`config.mk`:
```
export PLATFORM = sky130hd
export DESIGN_NAME = uart_byte_pair_asm
export DESIGN_NICKNAME = d
export VERILOG_FILES = /design/src/rtl/uart_link_defs.sv /design/src/rtl/uart_byte_pair_asm.sv
export SDC_FILE = /design/constraint.sdc
export NUM_CORES = 1
export LEC_CHECK = 0
export BUFFER_PORTS_ARGS = -buffer_cell sky130_fd_sc_hd__buf_4
export CAP_MARGIN = 20
export CELL_PAD_IN_SITES_DETAIL_PLACEMENT = 1
export CELL_PAD_IN_SITES_GLOBAL_PLACEMENT = 2
export CORE_MARGIN = 1
export CORE_UTILIZATION = 39
export CTS_CLUSTER_DIAMETER = 50
export CTS_CLUSTER_SIZE = 28
export DETAILED_ROUTE_END_ITERATION = 8
export PLACE_DENSITY_LB_ADDON = 0.1
export SYNTH_ARGS = -nofsm -noshare
export SYNTH_HDL_FRONTEND = slang
export SYNTH_SLANG_ARGS = --single-unit
```
`constraint.sdc`:
```
create_clock -name clk -period 2.7 [get_ports clk]
set_input_delay 0.27 -clock clk [delete_from_list [all_inputs] [get_ports clk]]
set_output_delay 0.27 -clock clk [all_outputs]
set_load 0.05 [all_outputs]
```
`src/rtl/uart_link_defs.sv`:
```
// Shared UART link definitions: word tags and byte-pair assembler state encodings.
// Used by uart_byte_pair_asm, uart_demux and the transmit-side muxer.
package uart_link_defs;

    localparam logic [3:0] TAG_PL2_POSX = 4'h1;
    localparam logic [3:0] TAG_PL2_POSY = 4'h2;
    localparam logic [3:0] TAG_SYNC     = 4'hF;

    typedef enum logic {
        S_HIGH = 1'b0,
        S_LOW  = 1'b1
    } pair_state_t;

endpackage : uart_link_defs

```
`src/rtl/uart_byte_pair_asm.sv`:
```
// Packs pairs of received UART bytes into 16-bit words (high byte first), with an
// inter-byte timeout that re-aligns pairing. Optional macro: UART_PAIR_SYNC_FILTER_EN.
module uart_byte_pair_asm
    import uart_link_defs::*;
#(
    parameter int TIMEOUT_CYCLES = 20000,
    parameter int CNT_W          = 15
) (
    input  logic        clk,
    input  logic        rst_n,
    input  logic [7:0]  rx_data,
    input  logic        rx_done,
    output logic [15:0] data,
    output logic        conv8to16valid,
`ifdef UART_PAIR_SYNC_FILTER_EN
    output logic        sync_seen,
`endif
    output logic        frame_drop
);

    localparam logic [CNT_W-1:0] TIMER_LAST = CNT_W'(TIMEOUT_CYCLES - 1);

    pair_state_t      r_state;
    logic [7:0]       r_hi_byte;
    logic [CNT_W-1:0] r_timer;
    logic [15:0]      r_data;
    logic             r_valid;
    logic             r_drop;
    logic [15:0]      w_word;

    assign w_word = {r_hi_byte, rx_data};

`ifdef UART_PAIR_SYNC_FILTER_EN
    logic r_sync;
    logic w_is_sync;

    assign w_is_sync = (r_hi_byte[7:4] == TAG_SYNC);
    assign sync_seen = r_sync;
`endif

    // NOTE: every state register uses <= so all of them update from the same
    // pre-edge values; a blocking assignment here would create ordering races.
    always_ff @(posedge clk or negedge rst_n) begin
        if (!rst_n) begin
            r_state   <= S_HIGH;
            r_hi_byte <= 8'h00;
            r_timer   <= '0;
            r_data    <= 16'h0000;
            r_valid   <= 1'b0;
            r_drop    <= 1'b0;
`ifdef UART_PAIR_SYNC_FILTER_EN
            r_sync    <= 1'b0;
`endif
        end else begin
            // Strobes default low so each lasts exactly one cycle.
            r_valid <= 1'b0;
            r_drop  <= 1'b0;
`ifdef UART_PAIR_SYNC_FILTER_EN
            r_sync  <= 1'b0;
`endif
            case (r_state)
                S_HIGH: begin
                    r_timer <= '0;
                    if (rx_done) begin
                        r_hi_byte <= rx_data;
                        r_state   <= S_LOW;
                    end
                end
                S_LOW: begin
                    // A low byte arriving on the last timer cycle still completes the word.
                    if (rx_done) begin
                        r_state <= S_HIGH;
                        r_timer <= '0;
`ifdef UART_PAIR_SYNC_FILTER_EN
                        if (w_is_sync) begin
                            r_sync <= 1'b1;
                        end else begin
                            r_data  <= w_word;
                            r_valid <= 1'b1;
                        end
`else
                        r_data  <= w_word;
                        r_valid <= 1'b1;
`endif
                    end else if (r_timer == TIMER_LAST) begin
                        r_drop  <= 1'b1;
                        r_state <= S_HIGH;
                        r_timer <= '0;
                    end else begin
                        r_timer <= r_timer + 1'b1;
                    end
                end
                default: begin
                    r_state <= S_HIGH;
                    r_timer <= '0;
                end
            endcase
        end
    end

    assign data           = r_data;
    assign conv8to16valid = r_valid;
    assign frame_drop     = r_drop;

endmodule : uart_byte_pair_asm

```
==> results.md <==
- The number of hold-slack violations in the final timing report is 0.
- The startpoint type of the worst setup path is a flip-flop.
- Summed over all cells, the static leakage comes to 0.936 nW.
- Row generation in the floorplan step produced 23 rows.
- The most used flip-flop cell after synthesis is dfrtp_1.
- The number of max-slew violations in the final report is 0.
- Setup repair after global routing left no endpoint under its margin.
- The minimum period implied by the final worst setup slack is 1.69 ns.
- The origin of the worst min-delay path is rx_data[4].
- The tightest hold path in the finished design has a slack of 0.229 ns.
- TritonCTS built the clock tree.
- Summed over all nets, the switching power comes to 0.658 mW.
- The Yosys step of the flow raised 0 warnings.
- Among all stages on the critical path, the largest delay is contributed by dfrtp_1.
- The count of antenna diodes in the layout is 0.
- The master cell of the clock root buffer is clkbuf_8.
- The longest clock path from root to sink contains 2 buffers.
- The H-tree generated during clock tree synthesis spans 2 levels.
- The switching power share of the total is 36.2%.
- The fraction of synthesized area in multiplexers is 15.6%.
- The cell taking the most area after synthesis is dfrtp_1.
- In the post-synthesis netlist, the biggest area contributors are dfrtp_1 61%, mux2_2 16%, xor2_1 5.1%.
- The post-DP HPWL is 2.29 mm.
- The total routed wirelength is 3.25 mm.
- The I/O pin total is 29.
- STA puts the critical path data required time at 2.86 ns.
- The run finished with clean final reports.
- Counting cells, the worst reg-to-reg path comes to 5.
- The worst-case IR drop observed on VDD is 0.424 mV.
- The insertion delay of the later-clocked pin in the worst-skew pair is 0.28 ns.
- Static timing analysis puts the maximum clock frequency at 0.593 GHz.
- Max-cap violations in this run came to 0.
- The reg-to-reg critical path startpoint is r_timer[0].
- The net total in the final layout is 176.
- Leaving out filler cells and counting taps, the final layout contains 215.
- Relative to the synthesized area, the layout overhead comes to 19.8%.
- The iteration-0 DRC count of the detailed router is 34.
- The flop and latch count out of synthesis is 42.
- The end of the worst register-to-register path is r_timer[7].
- The initial antenna violation count came to 0.
- The number of unique standard cell types used by synthesis is 26.
- After technology mapping, the gate count stands at 133.
- Once routing completed, OpenROAD measured the worst setup slack at 1.01 ns.
- The average size of a mapped cell is 13.0 um^2.
- The register-to-register setup slack is 1.01 ns.
- The overall routing resource usage is 15.9%.
- In this run the remaining antenna-violating nets after routing total 0.
- The final setup violation count is 0.
- The fraction of the mapped netlist area in adder cells is 0.724%.
- The number of flops mapped to enable cells by yosys is 0.
- The CTS buffer count is 5.
- The starting density of the core is 42.0%.
- The data arrival time of the worst path is 1.84 ns.
- The path category of the worst min-delay check is in2reg.
- The critical-path maximum fanout is 15.
- The final critical path takes up 62.5% of the cycle.
- The portion of total power attributed to combinational logic is 33.9%.
- After global routing the overflow that remains totals 0.
- The delay of the slowest critical-path stage is 0.41 ns.
- The net count after synthesis is 145.
- Dividing the detail-routed wire length by the instance count gives 15.1 um.
- In the routed design, unresolved DRC markers number 0.
- In this run the worst setup path begins at r_timer[0].
- After clock tree synthesis, the repair step resized 0 gates.
- The floorplan die area is 4700 um^2.
- For this block, the via count after detailed routing is 1,084.
- Buffers inserted to repair hold after CTS numbered 1.
- Of the synthesized area, sequential elements account for 60.8%.
- After synthesis, the largest family of logic cells by area is multiplexers.
- Summing every instance area after synthesis gives 1730 um^2.
- The internal power is 1.16 mW.
- The via count of the first global-routing pass is 1,131.
- The portion of total power attributed to sequential cells is 44.2%.
- The worst relative slew slack is 39.8%.
- The final RePlAce weighted congestion is 0.685.
- After clock tree synthesis, the clock-pin slew on the worst setup and hold paths is 0.07 ns.
- The xor and xnor fraction of the mapped netlist area is 5.57%.
- The capture endpoint of the worst hold path is r_hi_byte[4].
- The overall die height is 68.6 um.
- The actual slew at the worst max-slew pin is 0.901 ns.
- The fraction of registers with async set/reset is 100%.
- The share of the synthesized area in the top cell type is 60.8%.
- After clock tree synthesis, the setup repair step added 0 buffers.
- The simple logic cell fraction of the synthesized area is 13.4%.
- The number of port buffers is 28.
- The fraction of final layout cells sized beyond drive strength 1 is 38.2%.
- Summing the areas of all compound-gate instances in the mapped netlist gives 1.37% of the synthesized area.
- From left edge to right edge, the die measures 68.6 um.
- The power per unit of standard cell area is 879 nW/um^2.
- The clock net in this run drives a total of 42 sinks.
- Dividing the detail-routed via count by the number of cells gives 5.04.
- The number of search-and-repair iterations in the first detailed-routing pass is 2.
- The critical path goes through ha_1 > and4_1 > nand4_1 > nand2b_2 > nor2_1.
- The clock network accounts for 22.0% of the total power.
- The worst setup path is of the reg2reg kind.
- The worst setup slack before clock tree synthesis is 1.03 ns.
- The global-route wire length before repair is 5.41 mm.
- The accumulated negative setup slack is 0 ns.
- The worst hold path stage count is 2.
- The number of placed instances, taps included, is 206.
- Clock skew on the completed layout was measured at 0.00699 ns.
- The worst setup path is captured at a flip-flop.
- The area of the core is 4120 um^2.
- The maximum number of pins on one net before global-route repair is 43.
## sequential cells by signal (all words and copies together), names as in the netlist
| signal | flops |
|---|---|
| frame_drop | 1 |
| conv8to16valid | 1 |
| data | 16 |
| r_hi_byte | 8 |
| r_state | 1 |
| r_timer | 15 |
## worst max-delay path by stage
stage | endpoint | depth (start not counted)
detailed placement | r_timer[11] | 5
global route | r_timer[7] | 5
finish | r_timer[7] | 5
floorplan | r_timer[10] | 7
global placement | r_hi_byte[5] | 2
CTS | r_timer[7] | 5
## synthesized netlist by cell type, types with 2 or more instances
cell type / n
inv_1: 3
buf_2: 2
and3_1: 3
mux2_2: 24
xor2_1: 10
nand3_1: 6
dfrtp_1: 42
nor2_1: 14
nand2_1: 5
o21ai_0: 2
or3_1: 2
nand4_1: 4
buf_4: 3
## through the flow
step | utilization [%] | total power [mW] | cell area [um^2]
after floorplan | - | 1.24 | 1730
after global placement | 47.9 | 1.42 | 1970
after detailed placement | 47.9 | 1.44 | 1970
after CTS | 50.3 | 1.85 | 2070
after global routing | 50.3 | 1.92 | 2070
final | 50.3 | 1.82 | 2070
## critical path: cells and delay by family (launching register included)
| family | cells | cell delay [ns] |
|---|---|---|
| and+or+nand+nor | 4 | 0.93 |
| adders and majority gates | 1 | 0.23 |
| DFF | 1 | 0.41 |
## final cells by class
type / instances / area (um^2)
clock buffers: 7 / 86.3
clock inverters: 1 / 5.00
fillers: 440 / 2040
inverters: 3 / 11.3
multi-input cells: 83 / 634
flip-flops and latches: 42 / 1050
well taps: 50 / 62.6
repair buffers: 29 / 220
## layer usage
| metal | global-route usage (%) | vias up | part of all wire (%) |
|---|---|---|---|
| met4 | 3.91 | 0 | 0.52 |
| li1 | - | 516 | - |
| met2 | 26.6 | 21 | 53 |
| met5 | 0 | - | 0 |
| met1 | 19.9 | 544 | 42 |
| met3 | 4.77 | 3 | 4.1 |
## cell families (layout without fill, tap and decap cells)
group,count (synthesis),in the layout
simple gates,43,43
flops,42,42
mux,24,24
xor+xnor,11,11
buf+inv,8,40
compound gates,4,4
fa+ha+maj,1,1
## layout by cell type (no fill, tap or decap), types with 2 or more instances in the layout
cell type,synthesis,layout
and3_1,3,3
dfrtp_1,42,42
nand4_1,4,4
clkbuf_8,0,6
mux2_2,24,24
o21ai_0,2,2
nor2_1,14,14
or3_1,2,2
nand2_1,5,5
buf_4,3,28
xor2_1,10,10
inv_1,3,3
nand3_1,6,6
## power by group through the flow
stage	Combinational [mW]	Clock, mW	Sequential, mW
finish	0.616	0.400	0.803
global route	0.652	0.447	0.821
CTS	0.625	0.422	0.805
detailed placement	0.623	0	0.816
global placement	0.614	0	0.809
floorplan	0.132	0	1.11
(Power assumes the default switching activity.)
